==> config.mk <==
export PLATFORM = sky130hd
export DESIGN_NAME = frq_divider_pro_flat
export DESIGN_NICKNAME = d
export VERILOG_FILES = /design/src/rtl/frq_divider_pkg.sv /design/src/rtl/frq_divider_pro_if.sv /design/src/rtl/frq_div_channel.sv /design/src/rtl/frq_divider_pro.sv /design/src/flat_wrapper.sv
export SDC_FILE = /design/constraint.sdc
export NUM_CORES = 1
export LEC_CHECK = 0
export ABC_AREA = 1
export BUFFER_PORTS_ARGS = -buffer_cell sky130_fd_sc_hd__buf_2
export CAP_MARGIN = 40
export CORE_MARGIN = 5
export CORE_UTILIZATION = 35
export DETAILED_ROUTE_END_ITERATION = 10
export PLACE_DENSITY = 0.58
export SLEW_MARGIN = 0
export SYNTH_ARGS = -nofsm -noshare
export SYNTH_HDL_FRONTEND = slang
export SYNTH_SLANG_ARGS = --single-unit
export TNS_END_PERCENT = 20
==> constraint.sdc <==
create_clock -name clk -period 2.9 [get_ports clk]
set_input_delay 0.29 -clock clk [delete_from_list [all_inputs] [get_ports clk]]
set_output_delay 0.29 -clock clk [all_outputs]
set_load 0.005 [all_outputs]
==> src/rtl/frq_divider_pkg.sv <==
// Shared definitions for the multi-channel frequency divider:
// default parameters, channel FSM state type and the half-period ROM.
package frq_divider_pkg;

   localparam int DEF_NUM_CH = 2;
   localparam int DEF_SEL_W  = 5;
   localparam int DEF_CNT_W  = 16;

   typedef enum logic [1:0] {
      IDLE = 2'd0,
      HIGH = 2'd1,
      LOW  = 2'd2
   } state_e;

   // Half-period table. Index 0 means "off"; 1..16 are powers of two,
   // 17..31 are multiples of three; anything beyond 31 is also "off".
   // The largest entry (2^15) fits in 16 bits, the minimum counter width.
   function automatic logic [15:0] rom_half(input int unsigned idx);
      logic [15:0] h;
      if (idx == 0) begin
         h = 16'd0;
      end else if (idx <= 16) begin
         h = 16'(32'd1 << (idx - 1));
      end else if (idx <= 31) begin
         h = 16'(3 * (idx - 16));
      end else begin
         h = 16'd0;
      end
      return h;
   endfunction

endpackage

==> src/rtl/frq_divider_pro_if.sv <==
// Control/status bundle for the divider: per-channel enables and selects
// in, divided clocks, ticks and in-effect selects out.
interface frq_divider_pro_if #(
   parameter int NUM_CH = 2,
   parameter int SEL_W  = 5
);
   logic [NUM_CH-1:0]       en;
   logic [NUM_CH*SEL_W-1:0] f_select;
   logic [NUM_CH-1:0]       clk_out;
   logic [NUM_CH-1:0]       tick;
   logic [NUM_CH*SEL_W-1:0] active_sel;

   modport master (
      output en,
      output f_select,
      input  clk_out,
      input  tick,
      input  active_sel
   );

   modport slave (
      input  en,
      input  f_select,
      output clk_out,
      output tick,
      output active_sel
   );
endinterface

==> src/rtl/frq_div_channel.sv <==
// One divider channel: IDLE/HIGH/LOW FSM with a half-period counter.
// The selector and half-period are only sampled at a period start, so a
// period in flight always completes with the ratio it started with.
module frq_div_channel
   import frq_divider_pkg::*;
#(
   parameter int SEL_W = DEF_SEL_W,
   parameter int CNT_W = DEF_CNT_W
) (
   input  logic             clk,
   input  logic             reset_n,
   input  logic             en_i,
   input  logic [SEL_W-1:0] sel_i,
   output logic             clk_out_o,
   output logic             tick_o,
   output logic [SEL_W-1:0] active_sel_o
);

   state_e           state_q, state_d;
   logic [CNT_W-1:0] cnt_q, cnt_d;
   logic [CNT_W-1:0] h_act_q, h_act_d;
   logic [SEL_W-1:0] sel_q, sel_d;
   logic             clk_out_q, clk_out_d;
   logic             tick_q, tick_d;

   logic [CNT_W-1:0] rom_half_w;
   logic             start_ok_w;
   logic             last_cnt_w;

   // Per-channel combinational ROM lookup and period-boundary qualifiers.
   always_comb begin
      rom_half_w = CNT_W'(rom_half(32'(sel_i)));
      start_ok_w = en_i && (rom_half_w != '0);
      last_cnt_w = (cnt_q == (h_act_q - CNT_W'(1)));
   end

   // Next-state and next-output logic; only period starts latch a new ratio.
   always_comb begin
      state_d   = state_q;
      cnt_d     = cnt_q;
      h_act_d   = h_act_q;
      sel_d     = sel_q;
      clk_out_d = clk_out_q;
      tick_d    = 1'b0;
      case (state_q)
         IDLE: begin
            cnt_d     = '0;
            clk_out_d = 1'b0;
            if (start_ok_w) begin
               state_d   = HIGH;
               h_act_d   = rom_half_w;
               sel_d     = sel_i;
               clk_out_d = 1'b1;
               tick_d    = 1'b1;
            end
         end
         HIGH: begin
            if (last_cnt_w) begin
               state_d   = LOW;
               cnt_d     = '0;
               clk_out_d = 1'b0;
            end else begin
               cnt_d = cnt_q + CNT_W'(1);
            end
         end
         LOW: begin
            if (last_cnt_w) begin
               cnt_d = '0;
               if (start_ok_w) begin
                  state_d   = HIGH;
                  h_act_d   = rom_half_w;
                  sel_d     = sel_i;
                  clk_out_d = 1'b1;
                  tick_d    = 1'b1;
               end else begin
                  state_d   = IDLE;
                  clk_out_d = 1'b0;
               end
            end else begin
               cnt_d = cnt_q + CNT_W'(1);
            end
         end
         default: begin
            state_d   = IDLE;
            cnt_d     = '0;
            clk_out_d = 1'b0;
         end
      endcase
   end

   // State and output registers; reset clears everything immediately.
   always_ff @(posedge clk or negedge reset_n) begin
      if (!reset_n) begin
         state_q   <= IDLE;
         cnt_q     <= '0;
         h_act_q   <= '0;
         sel_q     <= '0;
         clk_out_q <= 1'b0;
         tick_q    <= 1'b0;
      end else begin
         state_q   <= state_d;
         cnt_q     <= cnt_d;
         h_act_q   <= h_act_d;
         sel_q     <= sel_d;
         clk_out_q <= clk_out_d;
         tick_q    <= tick_d;
      end
   end

   assign clk_out_o    = clk_out_q;
   assign tick_o       = tick_q;
   assign active_sel_o = sel_q;

endmodule

==> src/rtl/frq_divider_pro.sv <==
// Multi-channel programmable clock divider. Each channel is a fully
// independent frq_div_channel; only the read-only ROM table is common.
module frq_divider_pro
   import frq_divider_pkg::*;
#(
   parameter int NUM_CH = DEF_NUM_CH,
   parameter int SEL_W  = DEF_SEL_W,
   parameter int CNT_W  = DEF_CNT_W
) (
   input logic              clk,
   input logic              reset_n,
   frq_divider_pro_if.slave bus
);

   if (CNT_W < 16) begin : g_cnt_w_check
      $error("frq_divider_pro: CNT_W must be at least 16");
   end
   if (NUM_CH < 1 || NUM_CH > 8) begin : g_num_ch_check
      $error("frq_divider_pro: NUM_CH must be in 1..8");
   end
   if (SEL_W < 1 || SEL_W > 30) begin : g_sel_w_check
      $error("frq_divider_pro: SEL_W must be in 1..30");
   end

   logic [NUM_CH-1:0]       clk_out_w;
   logic [NUM_CH-1:0]       tick_w;
   logic [NUM_CH*SEL_W-1:0] active_sel_w;

   for (genvar gi = 0; gi < NUM_CH; gi++) begin : g_ch
      frq_div_channel #(
         .SEL_W (SEL_W),
         .CNT_W (CNT_W)
      ) u_ch (
         .clk          (clk),
         .reset_n      (reset_n),
         .en_i         (bus.en[gi]),
         .sel_i        (bus.f_select[gi*SEL_W +: SEL_W]),
         .clk_out_o    (clk_out_w[gi]),
         .tick_o       (tick_w[gi]),
         .active_sel_o (active_sel_w[gi*SEL_W +: SEL_W])
      );
   end

   assign bus.clk_out    = clk_out_w;
   assign bus.tick       = tick_w;
   assign bus.active_sel = active_sel_w;

endmodule

==> src/flat_wrapper.sv <==
// flat-port wrapper written by rule: the top's interface ports become plain ports
module frq_divider_pro_flat import frq_divider_pkg::*;
#(
   parameter int NUM_CH = DEF_NUM_CH,
   parameter int SEL_W  = DEF_SEL_W,
   parameter int CNT_W  = DEF_CNT_W
)
  (clk, reset_n, bus_en, bus_f_select, bus_clk_out, bus_tick, bus_active_sel);
  frq_divider_pro_if #(.NUM_CH(NUM_CH), .SEL_W(SEL_W)) bus_i ();
  input logic clk;
  input logic reset_n;
  input wire logic [$bits(bus_i.en)-1:0] bus_en;
  input wire logic [$bits(bus_i.f_select)-1:0] bus_f_select;
  output wire logic [$bits(bus_i.clk_out)-1:0] bus_clk_out;
  output wire logic [$bits(bus_i.tick)-1:0] bus_tick;
  output wire logic [$bits(bus_i.active_sel)-1:0] bus_active_sel;
  assign bus_i.en = bus_en;
  assign bus_i.f_select = bus_f_select;
  assign bus_clk_out = bus_i.clk_out;
  assign bus_tick = bus_i.tick;
  assign bus_active_sel = bus_i.active_sel;
  frq_divider_pro #(.NUM_CH(NUM_CH), .SEL_W(SEL_W), .CNT_W(CNT_W)) u_core (.clk(clk), .reset_n(reset_n), .bus(bus_i));
endmodule
Yosys cells after proc, flatten, opt, wreduce, memory -nomap -nowiden:

Cells that the tools add are included.

* input port bits: 14
* register bits: 82

* reduce and logical (&&, ||, !) cells: 18
* multiplexer cells: 42
* $mul: 2
* eq/ne operators: 12
* $add $sub $neg: 8
* order comparisons: 2
* shift operators: 2

Operator list (number)
* 2-to-1 mux 16 bit: 12
* case mux 16 bit (2 select lines): 2
* left shift 1 x 32 -> 16 bit (first input constant): 2
* adder 16 x 1 -> 16 bit (second input constant): 2
* equality test 16 bit: 2
* nonzero test 16 bit: 2
* subtractor 16 x 1 -> 16 bit (second input constant): 2
* 2-to-1 mux 5 bit: 4
* case mux 5 bit (2 select lines): 2
* multiplier 3 x 6 -> 9 bit (first input constant): 2
* 2-to-1 mux 2 bit: 6
* inequality test 2 bit (second input constant): 6
* case mux 2 bit (3 select lines): 2
* subtractor 5 x 1 -> 6 bit (second input constant): 2
* subtractor 5 x 5 -> 6 bit (second input constant): 2
* <= comparator 5 bit (second input constant): 2
* logical NOT 5 bit: 2
* 2-to-1 mux 1 bit: 10
* AND reduction 2 bit: 4
* case mux 1 bit (3 select lines): 2
* AND reduction 3 bit: 2
* equality test 2 x 1 -> 1 bit (second input constant): 2
* equality test 2 bit (second input constant): 2
* logical NOT 2 bit: 2
* 4 further kinds: 8

Depth between registers and ports, before layout:

* word-level depth: 9
* mapped depth: 18
* gate-level depth less buffers: 18

Hierarchy:

A second synthesis with hierarchy kept.

* cell total of the unflattened synthesis: 948
* area, all modules: 6458.7 sq um

By module, submodules not included
* frq_div_channel: area each 3229.3 sq um, cells each 474, sequential area each 1026.0 sq um, times used 2

Worst setup path after synthesis:

No wires, ideal clock.

* path type: in2reg
* start: input port bus_f_select[2]
* end: register u_core.g_ch[0].u_ch.h_act_q[3]
* data required time: 2.779 ns
* setup time: 0.121 ns
* stages on the path: 17
* path buffers: 1
* path slack: 0.507 ns
* arrival time: 2.272 ns
* path through: inv_1 ha_1 ha_1 inv_1 fa_1 or2_2 a21oi_1 inv_1 nand2_1 nand2_1 nor2_1 nand2_2 nand3_4 nor2_4 buf_6 nand2_1 nand2_1

* word-level cells in the longest chain between the ends: 9
* elaborated cells on any way between the ends: 13
* those cells by class: add/sub: 2; mul: 1; order compare: 1; shift: 1; mux: 5; reduce/logical: 3

RTL lines
* from (decl): RTL line flat_wrapper.sv:13 `input wire logic [$bits(bus_i.f_select)-1:0] bus_f_select;`
* subtractor 5 x 5 -> 6 bit or subtractor 5 x 1 -> 6 bit (tied branches): RTL line frq_divider_pkg.sv:25, frq_divider_pkg.sv:23
* multiplier 3 x 6 -> 9 bit or left shift 1 x 32 -> 16 bit (tied branches): RTL line frq_divider_pkg.sv:25, frq_divider_pkg.sv:23
* 2-to-1 mux 16 bit: RTL line frq_divider_pkg.sv:22 `end else if (idx <= 16) begin`
* 2-to-1 mux 16 bit (*): RTL line frq_divider_pkg.sv:20 `if (idx == 0) begin`
* nonzero test 16 bit: RTL line frq_div_channel.sv:33 `start_ok_w = en_i && (rom_half_w != '0);`
* logical AND 1 bit: RTL line frq_div_channel.sv:33
* 2-to-1 mux 16 bit (*): RTL line frq_div_channel.sv:49, frq_div_channel.sv:69
* 2-to-1 mux 16 bit: RTL line frq_div_channel.sv:67 `if (last_cnt_w) begin`
* case mux 16 bit (2 select lines) (*): RTL line frq_div_channel.sv:45 `case (state_q)`
* to (signal assigned): RTL line frq_div_channel.sv:103 `h_act_q <= h_act_d;`
* to (decl): RTL line frq_div_channel.sv:21 `logic [CNT_W-1:0] h_act_q, h_act_d;`

Mark *: on every way between the ends. The rest lies on a longest branch, timed or not. The select of a mux whose other input is x is not followed.
A chain may end at the register's enable or synchronous reset.

Worst setup path in the final report:

* start: register u_core.g_ch[0].u_ch.h_act_q[0]
* end: register u_core.g_ch[0].u_ch.h_act_q[6]

* word-level cells in the longest chain between the ends: 4

RTL lines
* subtractor 16 x 1 -> 16 bit: RTL line frq_div_channel.sv:34 `last_cnt_w = (cnt_q == (h_act_q - CNT_W'(1)));`
* equality test 16 bit: RTL line frq_div_channel.sv:34
* inequality test 2 bit (no line)
* AND reduction 2 bit (no line)

Every way passes these cells.

==> impl_metrics.yaml <==
logic_synthesis:
  ys_seq_area_share_pct: 30.1
  synthFlopType: "dfrtp_1"
  synth_edf_count: 0
  synth_top_cell_by_area: "dfrtp_1"
  synth_nets: 1075
  async_flop_share_pct: 100
  synth_cells: 1023
  synth_area_um2: 6810
  synth_area_leaders: "dfrtp_1, nand2_1, inv_1, nor2_1, ha_1"
  yosys_warnings: 0
  synth_cell_type_count: 37
  avgSynthCellArea_um2: 6.66
  ys_ff_latch: 82
  netlist.area_leader.share_pct: 30.1
setup_path:
  worstPathRequired_ps: 3180
  crit_path_cell_trace: "inv_1, ha_1, nand2_1, inv_1, a211oi_1, inv_1, nor2_1, nand3_2, nor2_4, nor2_4, nor2_4, nand2_1, nand2_1"
  startpoint_type: "flip-flop"
  critPathLaunch: "u_core.g_ch[0].u_ch.h_act_q[0]$_DFFE_PN0P_"
  worstReg2RegStart: "u_core.g_ch[0].u_ch.h_act_q[0]$_DFFE_PN0P_"
  end_kind: "flip-flop"
  max_stage_delay_ps: 400
  crit_fanout: 21
  r2r_slack_ps: 320
  cp_top_family: "simple AND/OR/NAND/NOR gates"
  reg2reg_to: "u_core.g_ch[0].u_ch.h_act_q[6]$_DFFE_PN0P_"
  path_buf_inv: 3
  worst-r2r-cell-count: 13
  worstSetupPathType: "reg -> reg"
  crit_arrival_ps: 2860
  slowest_stage: "dfrtp_1"
power:
  ir_drop_v: 0.000360
  p_leak_nw: 4.13
  switchingPower_mw: 2.93
  p_comb_share_pct: 55.6
  internal_power_mw: 3.18
  power_density_nw_per_um2: 814
  p_sw_share_pct: 47.9
  clkPwrFrac_pct: 17.6
  power_frac_seq_pct: 26.9
clock_network:
  cts_tree: "built"
  numCtsBuffers: 9
  cts_num_sinks: 82
  clk_pin_slew_ps: 70
  clockBufferDepth: 2
  root_buffer: "clkbuf_16"
  clk_latency_ps: 340
  htreeDepth: 3
  ctsResizeCount: 0
global_route:
  grt_pass1_vias: 5724
  antenna_found_initial: 0
  track_usage_pct: 14.7
  grt_overflow_total: 0
  grt_max_degree: 46
  grt_pass1_wl_mm: 27.3
hold_path:
  hold_path_class: "in -> reg"
  hold-path-cell-count: 3
  holdCritStartpoint: "bus_f_select[1]"
  min_to: "u_core.g_ch[0].u_ch.active_sel_o[1]$_DFFE_PN0P_"
layout:
  drive_gt1_share_pct: 9.59
  nFillCells: 2057
  finalNonFillerCells: 1318
  final_area_um2: 7510
  final_nets: 1100
  synthToLayoutAreaGrowth_pct: 10.3
  num_antenna_cells: 0
floorplanning:
  initial_utilization_pct: 35.2
  die_w_um: 150
  io-pin-count: 28
  fp.dieH_um: 150
  core.rowCount: 51
  core_um2: 19300
  die-area_um2: 22400
timing:
  fin_crit_ps: 2580
  max-slew-margin-rel_pct: 64.3
  final_max_slew_viol_count: 0
  tightestPinTransition_ps: 535
  fin_setup_tns_ps: 0
  hold_violations: 0
  grt_setup_unrepaired: "false"
  fin_skew_ps: 9.67
  fmax_mhz: 388
  setup_slack_ps: 322
  fin_crit_sh_pct: 88.9
  setup_viol: 0
  fin_hold_ws_ps: 204
placement:
  placed_area_um2: 7230
  dp_slack_ps: 91.0
  placed_cells: 1301
  io_buffers: 27
  hpwl_mm: 12.3
  gp_congestion: 0.888
routing:
  antenna_left: 0
  detail_route.iter0.violations: 296
  drc_errors: 0
  drtPass1Iterations: 4
  routed-via-count: 5987
  avgViaCountPerCell: 4.54
  drt_wl_total_mm: 15.6
  routedWlPerCell_um: 11.8
status:
  status: "complete, no violations"
flow_run:
  maxCapViolCount: 0
[logic make-up after synthesis]
| family | share of synthesized area (%) |
|---|---|
| fa+ha+maj | 7.20 |
| simple gates | 39.7 |
| flops | 30.1 |
| xor+xnor | 4.76 |
| compound gates | 7.18 |
| buf+inv | 11.0 |
[state kept, by name (all words and copies together) (netlist names)]
register                       flops
u_core.g_ch.u_ch.h_act_q          32
u_core.g_ch.u_ch.tick_o            2
u_core.g_ch.u_ch.active_sel_o     10
u_core.g_ch.u_ch.cnt_q            32
u_core.g_ch.u_ch.clk_out_o         2
u_core.g_ch.u_ch.state_q           4
[worst register-to-register path, delay by kind of cell, from the launching register on]
kind	cells	cell delay (ps)
AOI/OAI and AO/OA	1	300
and+or+nand+nor	8	1180
DFF	1	400
adders and majority gates	1	300
buffers and inverters	3	330
[worst max-delay path by stage]
stage	to	slack, ps	cells after the start
final	u_core.g_ch[0].u_ch.h_act_q[6]$_DFFE_PN0P_	320	13
after CTS	u_core.g_ch[0].u_ch.h_act_q[6]$_DFFE_PN0P_	320	13
after global placement	u_core.g_ch[1].u_ch.active_sel_o[2]$_DFFE_PN0P_	110	14
after detailed placement	u_core.g_ch[1].u_ch.h_act_q[2]$_DFFE_PN0P_	90	14
after floorplan	u_core.g_ch[0].u_ch.h_act_q[3]$_DFFE_PN0P_	510	17
after global routing	u_core.g_ch[0].u_ch.h_act_q[6]$_DFFE_PN0P_	70	13
[metal layers]
metal | vias up | part of all wire [%] | global-route usage [%]
li1 | 3227 | - | -
met4 | 0 | 1.8 | 5.03
met1 | 2647 | 52 | 20.9
met5 | - | 0 | 0
met3 | 22 | 3.3 | 1.88
met2 | 91 | 43 | 23.1
[power groups by stage]
stage / registers (mW) / clock network, mW / logic [mW]
after global placement: 1.66 / 0 / 3.40
after global routing: 1.68 / 1.16 / 3.91
after floorplan: 1.60 / 0 / 2.69
final: 1.64 / 1.07 / 3.40
after detailed placement: 1.65 / 0 / 3.41
after CTS: 1.64 / 1.11 / 3.43
[synth_stat cells, drive strengths merged, types with 2 or more instances]
cell and n:
inv 163, or2 3, buf 19, o21ai 16
nor2 152, a21oi 9, o21bai 44, dfrtp 82
ha 36, nand2 321, xor2 27, nor3b 4
nor3 21, nand4 14, nand3b 8, nand3 84
xnor2 10, o22ai 2, fa 2
[area by class of cell]
class	instances	area (um2)	area share [%]
clock buffers	9	225	3.00
clock inverters	7	52.6	0.699
repair buffers	34	230	3.06
well taps	265	332	4.41
inverters	163	612	8.14
multi-input cells	758	4010	53.4
flip-flops and latches	82	2050	27.3
[through the flow]
step,util (%),power [mW]
detailed placement,37.4,5.07
floorplan,-,4.29
global route,38.9,6.75
finish,38.9,6.12
global placement,37.4,5.06
CTS,38.9,6.18
[what timing repair did]
item,4_1_cts,5_1_grt
hold endpoints to repair,37,0
setup buffers,0,0
hold buffers,1,0
[cell usage in the layout (no fill, tap or decap), types with 19 or more instances in the layout]
master	count
ha_1	36
inv_1	157
nor2_1	131
nand3_1	75
buf_2	26
nor3_1	19
xor2_1	27
nand2_1	310
o21bai_1	44
dfrtp_1	82
Note: power is estimated with default switching activity, not from simulation.
